`src/rtl/fpmul_rr_arbiter_if.sv`:
```
// Handshake bundles for the shared-multiplier arbiter: the client-facing
// request/response bus and the operand/product link to the multiplier.
interface fpmul_req_if #(
    parameter int NREQ = 4,
    parameter int N    = 32
);
    logic [NREQ-1:0]   req_val;
    logic [NREQ-1:0]   req_rdy;
    logic [NREQ*N-1:0] req_a;
    logic [NREQ*N-1:0] req_b;
    logic [NREQ-1:0]   resp_val;
    logic [NREQ-1:0]   resp_rdy;
    logic [N-1:0]      resp_c;
    logic              resp_err;

    // Clients drive requests and response acceptance.
    modport master (
        output req_val, req_a, req_b, resp_rdy,
        input  req_rdy, resp_val, resp_c, resp_err
    );

    modport slave (
        input  req_val, req_a, req_b, resp_rdy,
        output req_rdy, resp_val, resp_c, resp_err
    );
endinterface

interface fpmul_mul_if #(
    parameter int N = 32
);
    logic         mul_snd_val;
    logic         mul_snd_rdy;
    logic [N-1:0] mul_a;
    logic [N-1:0] mul_b;
    logic         mul_rcv_val;
    logic         mul_rcv_rdy;
    logic [N-1:0] mul_c;

    // The arbiter is the master of the multiplier link.
    modport master (
        output mul_snd_val, mul_a, mul_b, mul_rcv_rdy,
        input  mul_snd_rdy, mul_rcv_val, mul_c
    );

    modport slave (
        input  mul_snd_val, mul_a, mul_b, mul_rcv_rdy,
        output mul_snd_rdy, mul_rcv_val, mul_c
    );
endinterface

```
`src/rtl/fpmul_rr_arbiter.sv`:
```
// Round-robin controller time-sharing one iterative multiplier among NREQ clients.
// Optional WAIT watchdog enabled by defining FPMUL_ARB_WATCHDOG_EN.
module fpmul_rr_arbiter #(
    parameter int NREQ    = 4,
    parameter int N       = 32,
    parameter int TIMEOUT = 64
) (
    input  logic        clk,
    input  logic        reset,
    fpmul_req_if.slave  req,
    fpmul_mul_if.master mul
);
    localparam int            IW      = (NREQ > 1) ? $clog2(NREQ) : 1;
    localparam logic [IW-1:0] LAST_ID = IW'(NREQ - 1);

    typedef enum logic [1:0] {
        IDLE  = 2'd0,
        ISSUE = 2'd1,
        WAIT  = 2'd2,
        RESP  = 2'd3
    } state_t;

    state_t        state_reg, state_next;
    logic [IW-1:0] ptr_reg, ptr_next;
    logic [IW-1:0] id_reg, id_next;
    logic [N-1:0]  opa_reg, opa_next;
    logic [N-1:0]  opb_reg, opb_next;
    logic [N-1:0]  res_reg, res_next;

`ifdef FPMUL_ARB_WATCHDOG_EN
    localparam int            CW       = $clog2(TIMEOUT + 1);
    localparam logic [CW-1:0] CNT_LAST = CW'(TIMEOUT - 1);
    logic [CW-1:0] cnt_reg, cnt_next;
    logic          err_reg, err_next;
`endif

    logic [N-1:0] a_slice [NREQ];
    logic [N-1:0] b_slice [NREQ];

    generate
        for (genvar gi = 0; gi < NREQ; gi++) begin : g_unpack
            assign a_slice[gi] = req.req_a[gi*N +: N];
            assign b_slice[gi] = req.req_b[gi*N +: N];
        end
    endgenerate

    // Rotating priority: scan from the far end so the slot closest to ptr wins.
    logic          grant_any;
    logic [IW-1:0] grant_idx;
    logic [IW-1:0] cand;

    always_comb begin
        grant_any = 1'b0;
        grant_idx = '0;
        cand      = '0;
        for (int k = NREQ - 1; k >= 0; k--) begin
            cand = IW'((int'(ptr_reg) + k) % NREQ);
            if (req.req_val[cand]) begin
                grant_any = 1'b1;
                grant_idx = cand;
            end
        end
    end

    always_ff @(posedge clk or posedge reset) begin
        if (reset) begin
            state_reg <= IDLE;
            ptr_reg   <= '0;
            id_reg    <= '0;
            opa_reg   <= '0;
            opb_reg   <= '0;
            res_reg   <= '0;
`ifdef FPMUL_ARB_WATCHDOG_EN
            cnt_reg   <= '0;
            err_reg   <= 1'b0;
`endif
        end else begin
            state_reg <= state_next;
            ptr_reg   <= ptr_next;
            id_reg    <= id_next;
            opa_reg   <= opa_next;
            opb_reg   <= opb_next;
            res_reg   <= res_next;
`ifdef FPMUL_ARB_WATCHDOG_EN
            cnt_reg   <= cnt_next;
            err_reg   <= err_next;
`endif
        end
    end

    always_comb begin
        state_next = state_reg;
        ptr_next   = ptr_reg;
        id_next    = id_reg;
        opa_next   = opa_reg;
        opb_next   = opb_reg;
        res_next   = res_reg;
`ifdef FPMUL_ARB_WATCHDOG_EN
        cnt_next   = cnt_reg;
        err_next   = err_reg;
`endif
        case (state_reg)
            IDLE: begin
                // A product drained here is a leftover from a reset mid-op.
                if (grant_any) begin
                    opa_next   = a_slice[grant_idx];
                    opb_next   = b_slice[grant_idx];
                    id_next    = grant_idx;
                    state_next = ISSUE;
                end
            end
            ISSUE: begin
                if (mul.mul_snd_rdy) begin
                    state_next = WAIT;
`ifdef FPMUL_ARB_WATCHDOG_EN
                    cnt_next   = '0;
`endif
                end
            end
            WAIT: begin
                if (mul.mul_rcv_val) begin
                    res_next   = mul.mul_c;
                    state_next = RESP;
`ifdef FPMUL_ARB_WATCHDOG_EN
                    err_next   = 1'b0;
                end else if (cnt_reg == CNT_LAST) begin
                    // A product arriving on the timeout cycle still wins above.
                    res_next   = '0;
                    err_next   = 1'b1;
                    state_next = RESP;
                end else begin
                    cnt_next   = cnt_reg + CW'(1);
`endif
                end
            end
            RESP: begin
                if (req.resp_rdy[id_reg]) begin
                    ptr_next   = (id_reg == LAST_ID) ? '0 : id_reg + IW'(1);
                    state_next = IDLE;
                end
            end
            default: state_next = IDLE;
        endcase
    end

    // Outputs are forced low while reset is held, including the combinational grant.
    always_comb begin
        req.req_rdy     = '0;
        req.resp_val    = '0;
        req.resp_c      = '0;
        req.resp_err    = 1'b0;
        mul.mul_snd_val = 1'b0;
        mul.mul_a       = '0;
        mul.mul_b       = '0;
        mul.mul_rcv_rdy = 1'b0;
        if (!reset) begin
            case (state_reg)
                IDLE: begin
                    req.req_rdy[grant_idx] = grant_any;
                    mul.mul_rcv_rdy        = 1'b1;
                end
                ISSUE: begin
                    mul.mul_snd_val = 1'b1;
                    mul.mul_a       = opa_reg;
                    mul.mul_b       = opb_reg;
                end
                WAIT: begin
                    mul.mul_rcv_rdy = 1'b1;
                end
                RESP: begin
                    req.resp_val[id_reg] = 1'b1;
                    req.resp_c           = res_reg;
`ifdef FPMUL_ARB_WATCHDOG_EN
                    req.resp_err         = err_reg;
`endif
                end
                default: ;
            endcase
        end
    end
endmodule
```
`src/flat_wrapper.sv`:
```
// flat-port wrapper written by rule: the top's interface ports become plain ports
module fpmul_rr_arbiter_flat 
#(
    parameter int NREQ    = 4,
    parameter int N       = 32,
    parameter int TIMEOUT = 64
)
  (clk, reset, req_req_val, req_req_a, req_req_b, req_resp_rdy, req_req_rdy, req_resp_val, req_resp_c, req_resp_err, mul_mul_snd_val, mul_mul_a, mul_mul_b, mul_mul_rcv_rdy, mul_mul_snd_rdy, mul_mul_rcv_val, mul_mul_c);
  fpmul_req_if #(.NREQ(NREQ), .N(N)) req_i ();
  fpmul_mul_if #(.N(N)) mul_i ();
  input  logic clk;
  input  logic reset;
  input wire logic [$bits(req_i.req_val)-1:0] req_req_val;
  input wire logic [$bits(req_i.req_a)-1:0] req_req_a;
  input wire logic [$bits(req_i.req_b)-1:0] req_req_b;
  input wire logic [$bits(req_i.resp_rdy)-1:0] req_resp_rdy;
  output wire logic [$bits(req_i.req_rdy)-1:0] req_req_rdy;
  output wire logic [$bits(req_i.resp_val)-1:0] req_resp_val;
  output wire logic [$bits(req_i.resp_c)-1:0] req_resp_c;
  output wire logic [$bits(req_i.resp_err)-1:0] req_resp_err;
  output wire logic [$bits(mul_i.mul_snd_val)-1:0] mul_mul_snd_val;
  output wire logic [$bits(mul_i.mul_a)-1:0] mul_mul_a;
  output wire logic [$bits(mul_i.mul_b)-1:0] mul_mul_b;
  output wire logic [$bits(mul_i.mul_rcv_rdy)-1:0] mul_mul_rcv_rdy;
  input wire logic [$bits(mul_i.mul_snd_rdy)-1:0] mul_mul_snd_rdy;
  input wire logic [$bits(mul_i.mul_rcv_val)-1:0] mul_mul_rcv_val;
  input wire logic [$bits(mul_i.mul_c)-1:0] mul_mul_c;
  assign req_i.req_val = req_req_val;
  assign req_i.req_a = req_req_a;
  assign req_i.req_b = req_req_b;
  assign req_i.resp_rdy = req_resp_rdy;
  assign req_req_rdy = req_i.req_rdy;
  assign req_resp_val = req_i.resp_val;
  assign req_resp_c = req_i.resp_c;
  assign req_resp_err = req_i.resp_err;
  assign mul_mul_snd_val = mul_i.mul_snd_val;
  assign mul_mul_a = mul_i.mul_a;
  assign mul_mul_b = mul_i.mul_b;
  assign mul_mul_rcv_rdy = mul_i.mul_rcv_rdy;
  assign mul_i.mul_snd_rdy = mul_mul_snd_rdy;
  assign mul_i.mul_rcv_val = mul_mul_rcv_val;
  assign mul_i.mul_c = mul_mul_c;
  fpmul_rr_arbiter #(.NREQ(NREQ), .N(N), .TIMEOUT(TIMEOUT)) u_core (.clk(clk), .reset(reset), .req(req_i), .mul(mul_i));
endmodule
```
`config.mk`:
```
export PLATFORM = sky130hd
export DESIGN_NAME = fpmul_rr_arbiter_flat
export DESIGN_NICKNAME = d
export VERILOG_FILES = /design/src/rtl/fpmul_rr_arbiter_if.sv /design/src/rtl/fpmul_rr_arbiter.sv /design/src/flat_wrapper.sv
export SDC_FILE = /design/constraint.sdc
export NUM_CORES = 1
export LEC_CHECK = 0
export ABC_AREA = 1
export CAP_MARGIN = 20
export CORE_AREA = 4 4 157 159
export CTS_BUF_LIST = sky130_fd_sc_hd__clkbuf_4 sky130_fd_sc_hd__clkbuf_8 sky130_fd_sc_hd__clkbuf_16
export DETAILED_ROUTE_END_ITERATION = 6
export DIE_AREA = 0 0 161 163
export GPL_TIMING_DRIVEN = 0
export PLACE_DENSITY_LB_ADDON = 0.12
export SYNTH_ARGS = -nofsm -noshare
export SYNTH_HDL_FRONTEND = slang
export SYNTH_SLANG_ARGS = --single-unit
```
`constraint.sdc`:
```
create_clock -name clk -period 8 [get_ports clk]
set_input_delay 1.6 -clock clk [delete_from_list [all_inputs] [get_ports clk]]
set_output_delay 1.6 -clock clk [all_outputs]
set_load 0.02 [all_outputs]
```
==> flow_metrics.py <==
metrics = {
    "power_and_ir_drop": {
        "power_uw": 4767,
        "internal_power_uw": 2212,
        "comb_power_share_pct": 71.8,
        "switching_share_pct": 53.60,
        "p_sw_uw": 2555,
        "p_seq_share_pct": 18.6,
        "ir_drop_v": 0.0001691,
        "clock_power_share_pct": 9.6,
        "cellPowerDensity_mw_per_mm2": 374.3,
        "p_leak_uw": 0.006671,
    },
    "clock_tree": {
        "cts_num_sinks": 102,
        "htree_num_levels": 3,
        "cts_tree": "built",
        "postCtsHoldBufs": 0,
        "path_clk_slew_ps": 70,
        "clk_path_buf_depth": 2,
        "post-cts-setup-buffer-count": 0,
        "cts_buffers": 9,
        "cts-root-buf": "clkbuf_16",
        "cts_resized": 0,
        "insertion_delay_ps": 360,
    },
    "cells_and_area": {
        "final_cells": 2134,
        "nNetsFinal": 2116,
        "syn_to_final_growth_pct": 60.31,
        "postLayoutCellArea_mm2": 0.01274,
        "drive_above_1_share_pct": 5.130,
    },
    "sta": {
        "min_period_over_period_pct": 74.32,
        "max_freq_mhz": 168.2,
        "slew_viol_final": 0,
        "period_needed_ps": 5945,
        "finalSetupViolations": 0,
        "slew_headroom_pct": 44.85,
        "finalHoldViolations": 0,
        "fin_ws_ps": 2055,
        "timing.hold.ws_ps": 482.7,
        "rsz0062_at_grt": "false",
        "skew_ps": 14.57,
        "worst_slew_pin_slew_ps": 827.2,
    },
    "global_route": {
        "grt_antenna_before_repair": 5,
        "grt-ovfl-total": 0,
        "grt_max_degree": 59,
        "grt_pass1_vias": 9383,
        "track_usage_pct": 24.22,
        "grt_pass1_wl_um": 50300,
    },
    "synthesis": {
        "netlist_instances": 1392,
        "synth_top_family_by_area": "simple AND/OR/NAND/NOR gates",
        "synth_area_mm2": 0.007945,
        "syn_area_per_cell_um2": 5.708,
        "synthDistinctLibCells": 26,
        "ys_seq_area_share_pct": 32.13,
        "yosys.area_share.simple_pct": 49.06,
        "synth_mux_area_share_pct": 0.1417,
        "synth-seq-cells": 102,
        "synth_compound_area_share_pct": 2.882,
        "yosys.area_share.adder_pct": 1.260,
        "yosysWarningCount": 0,
        "syn-num-nets": 1700,
        "synth_xor_area_share_pct": 0,
    },
    "setup_path": {
        "setup.worst_path.end_class": "output pin",
        "crit_arrival_ps": 4350,
        "path_class": "input port to output pin",
        "path_cells": "clkdlybuf4s50_1, inv_1, o21ai_2, nor2_1, nor3b_2, nor2_1, buf_2, nand3_1, nor2_1, clkdlybuf4s50_1",
        "crit_slowest_cell": "clkdlybuf4s50_1",
        "crit_family": "buffers and inverters",
        "crit_required_ps": 6400,
        "critPathBufInv": 4,
        "crit_path_frequent_cell": "nor2_1",
        "cp_max_fo": 10,
        "r2r_cells": 10,
        "crit_cells": 10,
        "critPathLaunchType": "input port",
        "cpPeakStageDelay_ps": 650,
    },
    "status": {
        "outcome": "finished, final reports clean",
    },
    "floorplanning": {
        "num_rows": 56,
        "dieWidth_um": 161,
        "ioPinCount": 407,
        "die-area_mm2": 0.02624,
        "start_util_pct": 34.15,
        "core_mm2": 0.02326,
        "die_h_um": 163,
    },
    "placement": {
        "dpl.hpwl_um": 26210,
        "io_buffers": 404,
        "gp_congestion": 0.8446,
        "dp_cells": 2116,
        "place_area_mm2": 0.01242,
        "dpl_worst_slack_ps": 2046,
    },
    "worst_hold_path": {
        "hp-class": "flop to flop",
        "hold_depth": 2,
    },
    "drt": {
        "firstDrtPassIters": 6,
        "drc": 0,
        "num_vias": 9715,
        "ant_nets": 0,
        "dr.first_iter.drc_count": 585,
        "avgRoutedWirePerCell_um": 15.38,
        "wl_um": 32810,
        "drt-vias-per-instance": 4.552,
    },
    "job": {
        "cap_violations": 0,
    },
}
==> synthesized netlist by cell type (all sizes together) <==
| library cell | count | area share (%) |
|---|---|---|
| clkbuf | 30 | 1.4 |
| buf | 66 | 4.5 |
| nor3b | 1 | 0.16 |
| inv | 181 | 8.6 |
| nand3b | 1 | 0.095 |
| nand2 | 615 | 29 |
| ha | 8 | 1.3 |
| mux2 | 1 | 0.14 |
| nor2 | 141 | 6.7 |
| conb | 1 | 0.047 |
| dfrtp | 102 | 32 |
| nand3 | 199 | 13 |
| o21ai | 8 | 0.60 |
| nor4 | 2 | 0.31 |
| and2 | 1 | 0.079 |
| o22ai | 1 | 0.079 |
| a32o | 1 | 0.13 |
| a21oi | 33 | 2.1 |
==> worst reg2reg max path, delay by kind of cell, from the launching register on <==
kind,cells,cell delay [ps]
AO/OA/AOI/OAI,1,210
buffers and inverters,4,740
flip-flops,1,420
AND/OR/NAND/NOR,5,980
==> area by class of cell <==
class	count	area, um2
fillers	2425	10530
clock buffers	9	225.2
clock inverters	7	88.84
multi-input cells	1013	4242
well taps	319	399.1
flip-flops and latches	102	2552
repair buffers	405	4071
plain buffers	96	471.7
diodes	2	5.005
inverters	181	681.9
==> path summary, 6_finish.rpt <==
kind                                                start                              to  slack (ps)
max                                        req_req_val[3]                  req_req_rdy[0]        2050
min                        u_core.opb_reg[24]$_DFFE_PP0P_  u_core.opb_reg[24]$_DFFE_PP0P_         480
max reg2reg                 u_core.ptr_reg[0]$_DFFE_PP0P_   u_core.opa_reg[0]$_DFFE_PP0P_        5540
min reg2reg                u_core.opb_reg[24]$_DFFE_PP0P_  u_core.opb_reg[24]$_DFFE_PP0P_         480
max in group asynchronous                           reset   u_core.opa_reg[0]$_DFFE_PP0P_        5510
min in group asynchronous                           reset  u_core.res_reg[29]$_DFFE_PP0P_        1780
==> stage by stage <==
step           util, %  TNS [ps]
6_report         54.75         0
5_1_grt          54.75         0
4_1_cts          54.73         0
3_5_place_dp     53.38         0
3_3_place_gp     53.25    -19490
2_1_floorplan        -         0
==> power groups by stage <==
stage / Clock [uW] / Sequential [uW] / Combinational, uW
4_1_cts: 467 / 883 / 3450
3_5_place_dp: 0 / 892 / 3430
2_1_floorplan: 0 / 863 / 2330
3_3_place_gp: 0 / 885 / 3400
5_1_grt: 492 / 913 / 3880
6_report: 458 / 885 / 3430
==> logic make-up after synthesis <==
group	Yosys count
and+or+nand+nor	960
other	1
muxes	1
AOI/OAI and AO/OA	43
buffers and inverters	277
adders and majority gates	8
DFF	102
==> per-layer routing <==
layer	part of all wire (%)	vias up	GRT usage, %
li1	-	5016	-
met1	40	4329	29.17
met2	49	330	43.07
met3	9.1	34	6.986
met4	1.4	6	5.351
met5	0.11	-	0
==> placed cells by master, fill, tap and decap left out, types with 2 or more instances in the layout <==
cell             instances
o21ai_2                  2
buf_4                    9
clkinv_4                 2
buf_1                    5
a21oi_1                 33
nor2_1                 141
ha_1                     8
diode_2                  2
nor4_2                   2
buf_6                    2
clkinv_8                 3
buf_2                   50
clkbuf_16                9
o21ai_0                  5
clkbuf_1                30
dfrtp_1                102
clkdlybuf4s50_1        404
nand3_2                  2
nand3_1                197
inv_2                    5
nand2_1                614
inv_1                  175
inv_8                    2
Note: power is estimated with default switching activity, not from simulation.
==> RTL change 1, RTL diff (same settings) <==
`NREQ` is set to 4 in 3 places; all go to 2.
--- a/src/rtl/fpmul_rr_arbiter_if.sv
+++ b/src/rtl/fpmul_rr_arbiter_if.sv
@@ -3,3 +3,3 @@
 interface fpmul_req_if #(
-    parameter int NREQ = 4,
+    parameter int NREQ = 2,
     parameter int N    = 32
--- a/src/rtl/fpmul_rr_arbiter.sv
+++ b/src/rtl/fpmul_rr_arbiter.sv
@@ -3,3 +3,3 @@
 module fpmul_rr_arbiter #(
-    parameter int NREQ    = 4,
+    parameter int NREQ    = 2,
     parameter int N       = 32,
--- a/src/flat_wrapper.sv
+++ b/src/flat_wrapper.sv
@@ -3,3 +3,3 @@
 #(
-    parameter int NREQ    = 4,
+    parameter int NREQ    = 2,
     parameter int N       = 32,
Interface: changed (6 resized); port bits go from 407 to 271. The function was not compared with the original's and may differ.
==> RTL change 1 against the unedited design <==
- final area is 32% lower
- power is 48% lower
- largest cell class unchanged
- sequential cell count is 2 lower
- via count is 42% lower
- critical path type unchanged
- non-clock buffer count is 184 lower
- wire length is 39% lower
- area after synthesis is 33% lower
- worst setup slack better by 140 ps
- critical path depth is 3 lower
- first-iteration DRC count is 53% lower
==> RTL change 1: results (changes against the unedited design) <==
| Metric | Value |
|---|---|
| Gr usage total | `15.2% (was 24.2%)` |
| Crit path max fanout | `58 (was 10)` |
| Leak pwr | `0.00416 µW (was 0.00667 µW)` |
| Final HPWL DP | `15.4 mm (was 26.2 mm)` |
| DP Cell Count | `1377 (was 2116)` |
| Data arrival, critical path | `4210 ps (was 4350 ps)` |
| CP max-delay cell | `clkdlybuf4s50_1 (unchanged)` |
| Most frequent cells after synthesis | `403 x nand2_1, 128 x nor2_1, 100 x dfrtp_1 (was 614 x nand2_1, 197 x nand3_1, 176 x inv_1)` |
| Port-buffer cells | `269 (was 404)` |
| Post-Synthesis Cells | `788 (was 1392)` |
| Post-Synth Adder-Cell Area | `0.945% (was 1.26%)` |
| Register area share after synthesis | `47.2% (was 32.1%)` |
| Vias in the first global route | `5594 (was 9383)` |
| Initial drt markers | `273 (was 585)` |
| Pint | `1450 µW (was 2210 µW)` |
| Routability Congestion | `0.746 (was 0.845)` |
| First-pass GRT wire length | `31.5 mm (was 50.3 mm)` |
| Pre-antenna DRT Iters | `4 (was 6)` |
| Top post-synthesis cells by area | `dfrtp_1 47%, nand2_1 29%, nor2_1 9.1% (was dfrtp_1 32%, nand2_1 29%, nand3_1 12%)` |
| WL/cell | `14.4 µm (was 15.4 µm)` |
| Yosys cell types | `21 (was 26)` |
| Layout cell share with drive strength beyond 1 | `5.87% (was 5.13%)` |
| Post-synthesis mux area share | `1.28% (was 0.142%)` |
| Compound-Gate Fraction of Synth Area | `2.72% (was 2.88%)` |
| Cell Area, Placed | `8420 µm² (was 12400 µm²)` |
| Skew final | `5.31 ps (was 14.6 ps)` |
| Vias per inst | `4.03 (was 4.55)` |
| Final WL | `20.1 mm (was 32.8 mm)` |
| Final nets | `1241 (was 2116)` |
| Status | `finished, final reports clean (unchanged)` |
| Crit path largest cell delay | `630 ps (was 650 ps)` |
| Initial antenna violation count | `1 (was 5)` |
[RTL change 1: cell count changes in the layout (fill, tap and decap cells not counted), moves of 13 or more]
cell,change
buf_2,-21
clkbuf_1,-15
clkdlybuf4s50_1,-135
inv_1,-140
nand2_1,-211
nand3_1,-172
nor2_1,-13
[RTL change 1: worst register-to-register path: stages (launching register included)]
cell,delay [ps]
dfrtp_1,460
inv_1,110
ha_1,210
inv_2,70
nor2_4,270
inv_2,190
buf_2,250
nand2_1,100
nand3_1,70
[RTL change 1: path summary, 6_finish.rpt]
| check | from | endpoint | slack [ps] | depth (start not counted) |
|---|---|---|---|---|
| worst min register to register | u_core.opa_reg[22] | u_core.opa_reg[22] | 480 | 2 |
| worst max register to register | u_core.state_reg[0] | u_core.opb_reg[8] | 6160 | 8 |
| min in group asynchronous | reset | u_core.opa_reg[4] | 1680 | 2 |
| worst max-delay path | reset | req_resp_c[14] | 2190 | 7 |
| max in group asynchronous | reset | u_core.res_reg[5] | 5660 | 3 |
| worst min-delay path | u_core.opa_reg[22] | u_core.opa_reg[22] | 480 | 2 |
[RTL change 1: cell type report]
cell class	count	area (µm²)
clock inverters	7	68.8
well taps	319	399
inverters	40	155
diodes	1	2.50
flip-flops and latches	100	2500
multi-input cells	601	2430
repair buffers	270	2720
clock buffers	9	225
plain buffers	47	220
fillers	2590	14500
[RTL change 1: routing by layer]
metal  track usage [%]  vias to the layer above  routed length, µm
met4              4.30                        0                367
met5                 0                        -                  0
met2              24.5                      174               9250
li1                  -                     2918                  -
met1              19.4                     2507               8790
met3              5.44                       20               1740
[RTL change 1: power by group through the flow]
stage                     clock [µW]  sequential (µW)  combinational, µW
after floorplan                    0              839                734
after global placement             0              860               1190
after detailed placement           0              864               1210
after CTS                        464              856               1210
after global routing             490              885               1340
final                            445              855               1180
==> RTL change 2, RTL diff (same settings) <==
Without the edit above. Re-encode `state_t` (4 states) as one-hot, 4 bits wide.
--- a/src/rtl/fpmul_rr_arbiter.sv
+++ b/src/rtl/fpmul_rr_arbiter.sv
@@ -15,7 +15,7 @@
 
-    typedef enum logic [1:0] {
-        IDLE  = 2'd0,
-        ISSUE = 2'd1,
-        WAIT  = 2'd2,
-        RESP  = 2'd3
+    typedef enum logic [3:0] {
+        IDLE  = 4'b0001,
+        ISSUE = 4'b0010,
+        WAIT  = 4'b0100,
+        RESP  = 4'b1000
     } state_t;
Behaviour: no difference found for any inputs over 4 cycles, from zero or initial values and one cycle with reset high; so few cycles prove little.
==> RTL change 2 against the unedited design <==
- combinational power decreased by 41%
- power fell by 28%
- worst setup slack worse by 59 ps
- sequential cell count increased by 2
- area after synthesis fell by 4.0%
- count of clock-buffer cells in the layout unchanged
- sequential share of layout area rose by 0.89 points
- critical path depth decreased by 3
- wire length up 1.3%
- final area is 2.3% lower
- clock power is 6.3% higher
- via count down 4.7%
- global-route usage rose by 0.082 points
- largest cell class unchanged
==> RTL change 2: results (changes against the unedited design) <==
| Metric | Value |
|---|---|
| Pre-antenna DRT Iters | `5 (was 6)` |
| Gr usage total | `24.3% (was 24.2%)` |
| VDD IR max | `0.000166 V (was 0.000169 V)` |
| Psw | `1650 µW (was 2560 µW)` |
| Count leader, synth | `nand2_1 (unchanged)` |
| Dpl ws | `1940 ps (was 2050 ps)` |
| Routability Congestion | `0.864 (was 0.845)` |
| Postcts setup bufs | `0 (unchanged)` |
| CTS H-tree lvls | `3 (unchanged)` |
| Synth Flop Type | `dfrtp_1 (unchanged)` |
| Data arrival, critical path | `4400 ps (was 4350 ps)` |
| Clk Latency, worst-skew pair | `360 ps (about the same)` |
| Port-buffer cells | `405 (was 404)` |
| Initial drt markers | `492 (was 585)` |
| Hold Crit Depth | `2 (unchanged)` |
| First-pass GRT wire length | `50.5 mm (was 50.3 mm)` |
| Yosys cell types | `27 (was 26)` |
| Final HPWL DP | `25.9 mm (was 26.2 mm)` |
| Max_slew headroom | `53.1% (was 44.9%)` |
| Warnings from Yosys | `0 (unchanged)` |
| Most frequent cells after synthesis | `390 x nand2_1, 268 x nand3_1, 118 x inv_1 (was 614 x nand2_1, 197 x nand3_1, 176 x inv_1)` |
| Register area share after synthesis | `34.1% (was 32.1%)` |
| Vias in the first global route | `9109 (was 9383)` |
| Leak pwr | `0.00572 µW (was 0.00667 µW)` |
| Largest net degree at the start of global routing | `84 (was 59)` |
| Synth Net Count | `1520 (was 1700)` |
| Synth async-reset ratio | `100% (unchanged)` |
| CTS clk-pin slew, worst paths | `80 ps` |
| Skew final | `12.8 ps (was 14.6 ps)` |
| Clk buf depth | `2 (unchanged)` |
| R2R depth | `11 (was 10)` |
| Root Buffer | `clkbuf_16 (unchanged)` |
| Crit path max fanout | `83 (was 10)` |
| Top post-synthesis cells by area | `dfrtp_1 34%, nand2_1 19%, nand3_1 18% (was dfrtp_1 32%, nand2_1 29%, nand3_1 12%)` |
| Layout cell share with drive strength beyond 1 | `5.43% (was 5.13%)` |
| Final WL | `33.2 mm (was 32.8 mm)` |
| CTS resizes | `0 (unchanged)` |
| Hold-fix buffers at CTS | `0 (unchanged)` |
| Num CTS Buffers | `9 (unchanged)` |
| # fillers | `2496 (was 2425)` |
| Hold WC Path Type | `flip-flop to flip-flop (unchanged)` |
| Initial antenna violation count | `1 (was 5)` |
| Vias per inst | `4.73 (was 4.55)` |
| Status | `finished, final reports clean (unchanged)` |
| Fin. max-slew vios | `0 (unchanged)` |
| Final nets | `1937 (was 2116)` |
==> RTL change 2: cell types whose count changed in the layout (fill, tap and decap cells not counted), moves of 5 or more <==
cell | unedited run | this run
buf_2 | 50 | 42
nor2_1 | 141 | 115
a21oi_1 | 33 | 2
nand2_1 | 614 | 390
nand3_1 | 197 | 268
o21ai_0 | 5 | 37
nand3b_1 | 1 | 64
inv_1 | 175 | 117
buf_6 | 2 | 7
==> RTL change 2: worst max-delay path, stage by stage <==
cell	delay, ps
clkdlybuf4s50_1	520
inv_6	260
buf_16	360
nand4_1	420
clkbuf_1	340
nor2_1	180
clkdlybuf4s50_1	620
==> RTL change 2: per-stage QoR <==
| stage | instances | hold WS (ps) | total power [µW] | area [µm²] |
|---|---|---|---|---|
| finish | 1958 | 500 | 3440 | 12400 |
| global route | 1958 | 525 | 3760 | 12400 |
| CTS | 1957 | 503 | 3470 | 12400 |
| detailed placement | 1941 | 483 | 2970 | 12100 |
| global placement | 1940 | 479 | 2940 | 12100 |
| floorplan | 1216 | 466 | 2240 | 7630 |
==> RTL change 2: worst paths after layout <==
| kind | start | endpoint | slack (ps) |
|---|---|---|---|
| worst min-delay path | u_core.opb_reg[16] | u_core.opb_reg[16] | 500 |
| worst max-delay path | reset | req_resp_c[26] | 2000 |
| max in group asynchronous | reset | u_core.state_reg[0] | 5620 |
| min in group asynchronous | reset | u_core.opa_reg[11] | 1630 |
| worst max register to register | u_core.ptr_reg[0] | u_core.opa_reg[1] | 5840 |
| worst min register to register | u_core.opb_reg[16] | u_core.opb_reg[16] | 500 |
==> RTL change 2: logic make-up (layout without fill, tap and decap cells) <==
family	Yosys count	after routing	share of synthesized area, %
compound gates	44	44	3.02
fa+ha+maj	4	4	0.656
buf+inv	218	640	12.8
flops	104	104	34.1
other cells	1	2	0.0491
simple gates	845	845	49.4
==> RTL change 2: area by class of cell <==
cell class / count / area [µm²] / share of cell area [%]
repair buffers: 406 / 4080 / 32.8
multi-input cells: 894 / 4050 / 32.6
flip-flops and latches: 104 / 2600 / 20.9
plain buffers: 95 / 510 / 4.10
inverters: 123 / 469 / 3.77
well taps: 319 / 399 / 3.21
clock buffers: 9 / 225 / 1.81
clock inverters: 7 / 96.3 / 0.774
diodes: 1 / 2.50 / 0.0201
==> RTL change 2: per-layer routing <==
layer	vias to the layer above	global-route usage, %	share of wire, %
li1	4674	-	-
met1	4226	29.0	40
met5	-	0	0
met3	36	7.57	8.7
met4	0	5.66	1.9
met2	320	42.9	49
==> RTL change 2: power groups by stage <==
stage,clock (µW),sequential (µW),combinational [µW]
floorplan,0,890,1350
global placement,0,913,2030
detailed placement,0,919,2050
CTS,501,910,2060
global route,521,939,2300
finish,487,911,2040
